### config.mk
export PLATFORM = sky130hd
export DESIGN_NAME = qam4_bit_framer
export DESIGN_NICKNAME = d
export VERILOG_FILES = /design/src/rtl/qam4_bit_framer.sv
export SDC_FILE = /design/constraint.sdc
export NUM_CORES = 1
export LEC_CHECK = 0
export CORE_ASPECT_RATIO = 1.5
export CORE_MARGIN = 5
export CORE_UTILIZATION = 40
export DETAILED_ROUTE_END_ITERATION = 7
export GPL_TIMING_DRIVEN = 0
export PLACE_DENSITY = 0.72
export SETUP_SLACK_MARGIN = 0.2
export SYNTH_ARGS = -nofsm -noshare
export SYNTH_HDL_FRONTEND = slang
export SYNTH_SLANG_ARGS = --single-unit
### constraint.sdc
create_clock -name clk -period 4.47 [get_ports clk]
set_input_delay 0.894 -clock clk [delete_from_list [all_inputs] [get_ports clk]]
set_output_delay 0.894 -clock clk [all_outputs]
set_load 0.005 [all_outputs]
### src/rtl/qam4_bit_framer.sv
// Serial-to-symbol framer ahead of the 4-QAM mapper: packs bit pairs (first bit MSB) into a
// small FIFO and releases one symbol per SYM_DIV-clock period on a free-running strobe.
module qam4_bit_framer #(
    parameter int unsigned FIFO_DEPTH = 4,
    parameter int unsigned SYM_DIV    = 4,
    parameter logic [1:0]  IDLE_SYM   = 2'b00
) (
    input  logic                          clk,
    input  logic                          reset,
    input  logic                          bit_in,
    input  logic                          bit_valid,
    output logic                          bit_ready,
    output logic [1:0]                    sym_bits,
    output logic                          sym_valid,
    output logic                          sym_strobe,
    output logic [$clog2(FIFO_DEPTH):0]   fifo_level,
    output logic                          underflow
);

    localparam int unsigned PW = $clog2(FIFO_DEPTH);
    localparam int unsigned LW = PW + 1;
    localparam int unsigned CW = (SYM_DIV > 1) ? $clog2(SYM_DIV) : 1;
    localparam logic [CW-1:0] CntLast   = CW'(SYM_DIV - 1);
    localparam logic [LW-1:0] LevelFull = LW'(FIFO_DEPTH);

    logic [CW-1:0] cnt_q, cnt_d;
    logic          strobe_q;
    logic          half_q, msb_q, started_q, under_q, valid_q;
    logic [1:0]    sym_q;
    logic [PW-1:0] wptr_q, rptr_q;
    logic [LW-1:0] level_q, level_d;
    logic [1:0]    mem [FIFO_DEPTH];
    logic          accept, push, pop;

    always_comb begin
        cnt_d     = (cnt_q == CntLast) ? '0 : cnt_q + CW'(1);
        // Ready depends on registered state only, so a pop never feeds back combinationally.
        bit_ready = !half_q || (level_q != LevelFull);
        accept    = bit_valid && bit_ready;
        push      = accept && half_q;
        // Pop looks at the pre-edge level: a same-edge push into an empty FIFO is not bypassed.
        pop       = strobe_q && (level_q != '0);
        level_d   = level_q;
        case ({push, pop})
            2'b10:   level_d = level_q + LW'(1);
            2'b01:   level_d = level_q - LW'(1);
            default: level_d = level_q;
        endcase
    end

    always_ff @(posedge clk) begin
        if (push) begin
            mem[wptr_q] <= {msb_q, bit_in};
        end
    end

    always_ff @(posedge clk or negedge reset) begin
        if (!reset) begin
            cnt_q     <= '0;
            strobe_q  <= 1'b0;
            half_q    <= 1'b0;
            msb_q     <= 1'b0;
            started_q <= 1'b0;
            under_q   <= 1'b0;
            valid_q   <= 1'b0;
            sym_q     <= IDLE_SYM;
            wptr_q    <= '0;
            rptr_q    <= '0;
            level_q   <= '0;
        end else begin
            cnt_q    <= cnt_d;
            // Registered strobe keeps it low in reset even when SYM_DIV is 1.
            strobe_q <= (cnt_d == CntLast);
            level_q  <= level_d;
            if (accept) begin
                if (!half_q) begin
                    msb_q  <= bit_in;
                    half_q <= 1'b1;
                end else begin
                    half_q <= 1'b0;
                    wptr_q <= wptr_q + PW'(1);
                end
            end
            if (strobe_q) begin
                if (pop) begin
                    sym_q     <= mem[rptr_q];
                    valid_q   <= 1'b1;
                    started_q <= 1'b1;
                    rptr_q    <= rptr_q + PW'(1);
                end else begin
                    sym_q   <= IDLE_SYM;
                    valid_q <= 1'b0;
                    if (started_q) begin
                        under_q <= 1'b1;
                    end
                end
            end
        end
    end

    assign sym_bits   = sym_q;
    assign sym_valid  = valid_q;
    assign sym_strobe = strobe_q;
    assign fifo_level = level_q;
    assign underflow  = under_q;

endmodule

==> flow_summary.ini <==
[power]
power.static_leakage_uw = 0.000559
finalPower_uw = 747
worst_ir_drop_vdd_mv = 0.328
power.density_cell_area_nw_per_um2 = 578

[setup_path]
critical_path.startpoint_type = primary input
timing.critical_path.from = bit_valid
cp_max_fo = 8
worstReg2RegStart = fifo_level[2]$_DFFE_PN0P_
reg2regPathDepth = 9
critPathKind = primary input to register
regToRegEndpoint = fifo_level[2]$_DFFE_PN0P_
crit_path_capture = fifo_level[1]$_DFFE_PN0P_
endpoint_kind = register
r2r_slack_ns = 2.52
timing.critical_path.arrival_ns = 2.71
cp_data_required_time_ns = 4.65

[sta]
skew_ns = 0.00405
timing.final.setup_violations = 0
final.period_utilization = 0.566
final.setup.tns_ns = 0
max_slew_margin = 0.497
rsz0062_at_grt = no
fin_crit_ns = 2.53
worst_pin_slew_ns = 0.752
final_report_max_slew_violation_count = 0
finalHoldViolCount = 0
fmax_mhz = 395

[drt]
routed-via-count = 604
routed_via_density = 4.54
finalWirelength_um = 1560
wl_per_cell_um = 11.8
postRouteAntennaNets = 0
remaining_routing_drc_violations = 0
drtIter0Drc = 1
total_iterations_of_the_first_detailed_routing_run = 2

[clock_network]
cts_num_sinks = 25
tritoncts = done
total_cts_buffers = 3
post_cts_buffers = 0
clock_pin_transition_on_the_worst_setup_and_hold_timing_paths_ns = 0.08
post_cts_resize_count = 0
cts_buffer_depth = 2
cts_root_buffer = sky130_fd_sc_hd__clkbuf_8
clkLatencyLatePin_ns = 0.26
ctsHoldBuffers = 0
htreeDepth = 1

[placed_design]
dpl_cell_area_um2 = 1250
place_congestion = 0.686
detailedPlacementHpwl_um = 1230
numPortBuffers = 12

[finish]
layout_common_cells = 17 x sky130_fd_sc_hd__dfrtp_1, 12 x sky130_fd_sc_hd__clkdlybuf4s50_1, 11 x sky130_fd_sc_hd__inv_1
multi_input_area_um2 = 370
syn_to_final_growth_pct = 19.6
layout-drive-gt1-share = 0.0938
diodes = 0
most_common_library_cell_in_the_layout_ignoring_fill_and_taps = sky130_fd_sc_hd__dfrtp_1
final-seq-area_um2 = 666
nets = 109
post-route-cell-area_um2 = 1290
fill_cells = 267

[logic_synthesis]
synth.lib_cells_used.distinct = 24
netlist_top_cells_area = sky130_fd_sc_hd__dfrtp_1 39%, sky130_fd_sc_hd__edfxtp_1 22%, sky130_fd_sc_hd__ha_1 8.1%, sky130_fd_sc_hd__mux4_1 4.9%, sky130_fd_sc_hd__inv_1 3.8%
synth-compound-area-share = 0.0347
yosys.area_share.xor_xnor = 0.0486
synth-seq-cells = 25
syn-num-nets = 92
post_synth_and_or_nand_nor_area_fraction = 0.0868
synth_largest_area_cell = sky130_fd_sc_hd__dfrtp_1
syn_area_um2 = 1080
post_synth_fa_ha_maj_area_fraction = 0.0995
synth.yosys.warnings = 0
synthCells = 80
synth_area_per_cell_um2 = 13.5
yosysTopAreaCellShare = 0.394
synth_sequential_area_ratio = 0.616
synth_top_family_by_area = adder cells
synth.area.mux_share = 0.0729

[global_route]
first_pass_grt_wire_length_um = 2690
antenna_found_initial = 0
grt_pass1_vias = 616
grtUsageTotal = 0.0935
grt_max_degree = 18
grt_remaining_overflow = 0

[worst_hold_path]
timing.hold.worst_path_depth = 1
hold_start = cnt_q[0]$_DFF_PN0_
holdCritPathClass = register to register

[status]
run_status = completed

[die]
die_width_um = 52.4
placement_rows = 23
starting_utilization_of_the_core_area = 0.408
die_h_um = 73.7
die_area_um2 = 3860
num_io_pins = 13
fp.coreArea_um2 = 2650

[run]
max-cap-violations = 0
flip-flops by register name, indices dropped and copies added (netlist names), 2 cells and up:
register / flops
mem: 8
fifo_level: 3
cnt_q: 2
rptr_q: 2
sym_bits: 2
wptr_q: 2
Yosys cell counts, drive strengths merged:
cell	n
dfrtp	17
inv	12
edfxtp	8
ha	7
nand2	5
nor2	5
and2	4
o21ai	4
xnor2	3
xor2	3
mux2	2
mux4	2
a21oi	1
a31o	1
fa	1
nand2b	1
nand3	1
nor2b	1
nor3	1
or2	1
how the worst min path moves through the flow:
stage	endpoint	slack, ns
6_report	cnt_q[0]$_DFF_PN0_	0.45
5_1_grt	cnt_q[0]$_DFF_PN0_	0.46
4_1_cts	cnt_q[0]$_DFF_PN0_	0.45
3_5_place_dp	cnt_q[0]$_DFF_PN0_	0.44
3_3_place_gp	cnt_q[0]$_DFF_PN0_	0.43
2_1_floorplan	cnt_q[0]$_DFF_PN0_	0.42
where the power goes:
| part | switching, uW | internal (uW) |
|---|---|---|
| clock network | 65.4 | 63.6 |
| registers | 64.3 | 314 |
| logic | 94.3 | 145 |
stage by stage:
stage / util / instances / worst slack (ns) / hold WS (ns)
after floorplan: - / 80 / 2.33 / 0.422
after global placement: 0.471 / 129 / 1.68 / 0.435
after detailed placement: 0.471 / 129 / 1.63 / 0.439
after CTS: 0.488 / 133 / 1.91 / 0.450
after global routing: 0.488 / 133 / 1.79 / 0.462
final: 0.488 / 133 / 1.94 / 0.446
per-layer routing:
metal,share of wire,wire [um],track usage,vias to the layer above
li1,-,-,-,291
met1,0.40,622,0.109,301
met2,0.56,869,0.166,10
met3,0.031,49,0.0183,2
met4,0.013,21,0.0341,0
met5,0,0,0,-
layout make-up:
type | instances | share of cell area
tap | 37 | 0.0358
inverter | 12 | 0.0348
clock buffer | 4 | 0.0348
multi-input combinational | 43 | 0.287
timing repair buffer | 12 | 0.0929
sequential | 25 | 0.515
critical path, cell delays in order:
cell                              delay, ns
sky130_fd_sc_hd__clkdlybuf4s50_1       0.49
sky130_fd_sc_hd__nand2_1               0.07
sky130_fd_sc_hd__a21oi_2               0.30
sky130_fd_sc_hd__inv_1                 0.09
sky130_fd_sc_hd__ha_1                  0.23
sky130_fd_sc_hd__inv_1                 0.08
sky130_fd_sc_hd__fa_1                  0.40
sky130_fd_sc_hd__o21ai_0               0.17
cell families (layout without fill, tap and decap cells):
| group | Yosys count | in the layout |
|---|---|---|
| adders and majority gates | 8 | 8 |
| and+or+nand+nor | 19 | 19 |
| muxes | 4 | 4 |
| DFF | 25 | 25 |
| AOI/OAI and AO/OA | 6 | 6 |
| xor gates and xnor gates | 6 | 6 |
| buffers and inverters | 12 | 28 |
No activity file was read; power rests on OpenSTA's default activity.
